==> src/rtl/gearbox_upsizing_2x.sv <==
// Width-doubling stream gearbox: packs two W-bit input beats into one 2W-bit word.
// The first beat of each pair lands in the low half of the output word.
module gearbox_upsizing_2x #(
    parameter int unsigned W = 40
) (
    input  logic           aclk,
    input  logic           aresetn,
    input  logic [W-1:0]   in_tdata,
    input  logic           in_tvalid,
    output logic           in_tready,
    output logic [2*W-1:0] out_tdata,
    output logic           out_tvalid,
    input  logic           out_tready
);

    typedef enum logic {
        EMPTY = 1'b0,
        HALF  = 1'b1
    } state_t;

    state_t         state;
    logic [W-1:0]   lo_reg;
    logic           in_fire;

    // Only a second beat needs the output register, so a first beat is always welcome.
    assign in_tready = (state == EMPTY) || !out_tvalid || out_tready;
    assign in_fire   = in_tvalid && in_tready;

    always_ff @(posedge aclk or negedge aresetn) begin
        if (!aresetn) begin
            state      <= EMPTY;
            lo_reg     <= '0;
            out_tdata  <= '0;
            out_tvalid <= 1'b0;
        end else begin
            if (out_tvalid && out_tready) begin
                out_tvalid <= 1'b0;
            end
            // A second-beat load overrides the clear above, keeping the stream bubble-free.
            if (in_fire) begin
                case (state)
                    EMPTY: begin
                        lo_reg <= in_tdata;
                        state  <= HALF;
                    end
                    HALF: begin
                        out_tdata  <= {in_tdata, lo_reg};
                        out_tvalid <= 1'b1;
                        state      <= EMPTY;
                    end
                    default: state <= EMPTY;
                endcase
            end
        end
    end

endmodule
==> config.mk <==
export PLATFORM = sky130hd
export DESIGN_NAME = gearbox_upsizing_2x
export DESIGN_NICKNAME = d
export VERILOG_FILES = /design/src/rtl/gearbox_upsizing_2x.sv
export SDC_FILE = /design/constraint.sdc
export NUM_CORES = 1
export LEC_CHECK = 0
export CAP_MARGIN = 10
export CORE_MARGIN = 2
export CORE_UTILIZATION = 51
export DETAILED_ROUTE_END_ITERATION = 8
export PLACE_DENSITY = 0.84
export RECOVER_POWER = 50
export SLEW_MARGIN = 30
export SYNTH_ARGS = -nofsm -noshare
export SYNTH_HDL_FRONTEND = slang
export SYNTH_SLANG_ARGS = --single-unit
==> constraint.sdc <==
create_clock -name aclk -period 3.8 [get_ports aclk]
set_clock_uncertainty 0.2 [all_clocks]
set_input_delay 1.14 -clock aclk [delete_from_list [all_inputs] [get_ports aclk]]
set_output_delay 1.14 -clock aclk [all_outputs]
set_load 0.01 [all_outputs]
==> results of run 1 <==
-- through the flow --
stage | total power [mW] | area (µm²) | hold WS [ns] | setup WS (ns)
final | 5.07 | 6410 | 0.282 | 0.169
after global routing | 5.33 | 6410 | 0.304 | 0.148
after CTS | 5.13 | 6430 | 0.288 | 0.110
after detailed placement | 3.71 | 5900 | 0.275 | 0.112
after global placement | 3.62 | 5900 | 0.266 | 0.144
after floorplan | 2.77 | 4590 | 0.259 | 1.05
-- where the power goes --
| part | switching (mW) | internal (mW) |
|---|---|---|
| sequential | 0.254 | 1.80 |
| clock | 0.525 | 0.874 |
| combinational | 0.570 | 1.04 |
-- layout by cell type, fill, tap and decap left out, drive strengths merged --
cell type      Yosys  routed
clkdlybuf4s50      0     123
dfrtp            122     122
mux2             120     120
clkbuf             4      25
clkinv             0       4
nor2               3       3
clkinvlp           0       3
nand2              2       2
buf                8       2
nand2b             2       2
nor2b              1       1
dlygate4sd3        0       1
-- worst min-delay path by stage --
stage | startpoint | endpoint | slack (ns) | cells after the start
after CTS | out_tdata[0] | out_tdata[0] | 0.29 | 1
after floorplan | lo_reg[0] | out_tdata[0] | 0.26 | 1
final | lo_reg[2] | out_tdata[2] | 0.28 | 1
after global routing | out_tdata[2] | out_tdata[2] | 0.30 | 1
after detailed placement | out_tdata[0] | out_tdata[0] | 0.28 | 1
after global placement | lo_reg[3] | out_tdata[3] | 0.27 | 1
-- cells by family after synthesis --
logic type | Yosys count | share of synthesized area (%)
flip-flops | 122 | 66.6
buffers and inverters | 12 | 2.62
multiplexers | 120 | 29.5
AND/OR/NAND/NOR | 8 | 1.34
-- worst max-delay path, delay by kind of cell --
kind	cells	cell delay, ns
buf+inv	2	1.04
simple gates	2	0.11
-- layout make-up --
cell class	instances	area [µm²]	share of cell area (%)
Sequential cell	122	3050	47.6
Multi-Input combinational cell	128	1400	21.8
Timing Repair Buffer	128	1290	20.2
Clock buffer	23	487	7.60
Tap cell	108	135	2.11
Clock inverter	7	42.5	0.664
-- metal layers --
metal | GRT usage (%) | wire [µm] | vias to the layer above
li1 | - | - | 1193
met2 | 31.1 | 4260 | 89
met4 | 6.74 | 96 | 0
met1 | 23.9 | 3720 | 1346
met3 | 6.81 | 619 | 7
met5 | 0 | 0 | -
==> flow_metrics.tcl, run 1 <==
set metrics [dict create \
    violations "capacitance limit" \
    crit_required_ns 2.46 \
    ys_ff_latch 122 \
    syn_to_final_growth_pct 39.7 \
    synthCells 262 \
    report.final.slew_viol_count 0 \
    instances_no_fill 516 \
    cp_max_fo 3 \
    drt_iter0_drc 52 \
    grt_max_degree 75 \
    htree_num_levels 4 \
    r2r_setup_slack_ns 1.49 \
    start_kind "input port" \
    period_share_pct 95.6 \
    timing.critical_path.slowest_cell_delay_ns 0.54 \
    async_flop_share_pct 100 \
    peakVddDrop_mv 0.438 \
    power_density_nw_per_um2 791 \
    worst_pin_slew_ns 1.50 \
    cap_violations 1 \
    clk_pin_slew_worst_paths_ns 0.05 \
    worst_ep_arrival_time_ns 2.29 \
    status "finished with violations" \
    largest_register_ffs 80 \
    p_leak_nw 2.69 \
    min_period_ns 3.63 \
    synth_top_cells_by_count "dfrtp_1 (122), mux2_2 (113), mux2_1 (7)" \
    cts_buffer_depth 2 \
    ys_warn_count 0 \
    reg2reg_depth 4 \
    hold_violations 0 \
    grt_usage_pct 19.1 \
    hold_path_class "flip-flop to flip-flop" \
    synth_edf_count 0 \
    start_util_pct 52.6 \
    tns_ns 0 \
    synth_top_area_share_pct 66.6 \
    synth.area.top_cells "dfrtp_1 (67%), mux2_2 (28%), mux2_1 (1.7%)" \
    synth_flop_cell "dfrtp_1" \
    cts_resized 0 \
    netlist_area_um2 4590 \
    cp-endpoint "in_tready" \
    syn_nets 306 \
    cts_buffers 17 \
    place.port_buffers 125 \
    setup.worst_path.end_class "primary output" \
    grt_overflow_total 0 \
    avgSynthCellArea_um2 17.5 \
    n_antenna_cell 0 \
    path_class "input port to primary output" \
    crit_slowest_cell "clkdlybuf4s50_1" \
    drive_gt1_share_pct 36.3 \
    fp-row-count 34 \
    place_inst 486 \
    rsz0062_at_grt "no" \
    final-setup-viol-count 0 \
    gp_congestion 0.746 \
    nets 441 \
    die_w_um 98.8 \
    cts_hold_buf 0 \
    core_um2 8720 \
    drc_errors 0 \
    antenna_found_initial 0 \
    worstReg2RegStart "out_tvalid" \
    grt_pass1_vias 2894 \
    wl_per_cell_um 16.8 \
    cts_tree "yes" \
    viasPerCell 5.11 \
    grt_pass1_wl_um 14500 \
    worstPathCellList "clkdlybuf4s50_1 > nor2b_4 > nand2_1 > clkdlybuf4s50_1" \
    seq_area_frac_synth_pct 66.6 \
    post-route-util_pct 73.5 \
    vias 2635 \
    post_cts_buffers 0 \
    final_antenna_net_count 0 \
    fill_cells 583 \
    crit_path_start "out_tready" \
    fmax_mhz 275 \
    root_buffer "clkbuf_8" \
    dieHeight_um 98.8 \
    ys_types 11 \
    wirelength_um 8690 \
    cts.sinks 122 \
    top_level_ports 126 \
    reg2reg_to "out_tdata[20]" \
    slew_headroom_pct 0.225 \
    synth_area_leader_cell "dfrtp_1" \
    yosysMostFrequentCell "dfrtp_1" \
    cp_common_cell "clkdlybuf4s50_1" \
    dieArea_um2 9770 \
    hpwl_um 5730 \
    first_pass_iters 4 \
    clk_latency_ns 0.50 \
]
No activity file was read; power rests on OpenSTA's default activity.
==> inputs of run 2 (changes only) <==
- CAP_MARGIN: 10 -> default
==> results of run 2 <==
No change in the layout: final DEF, timing and power equal those of run 1.
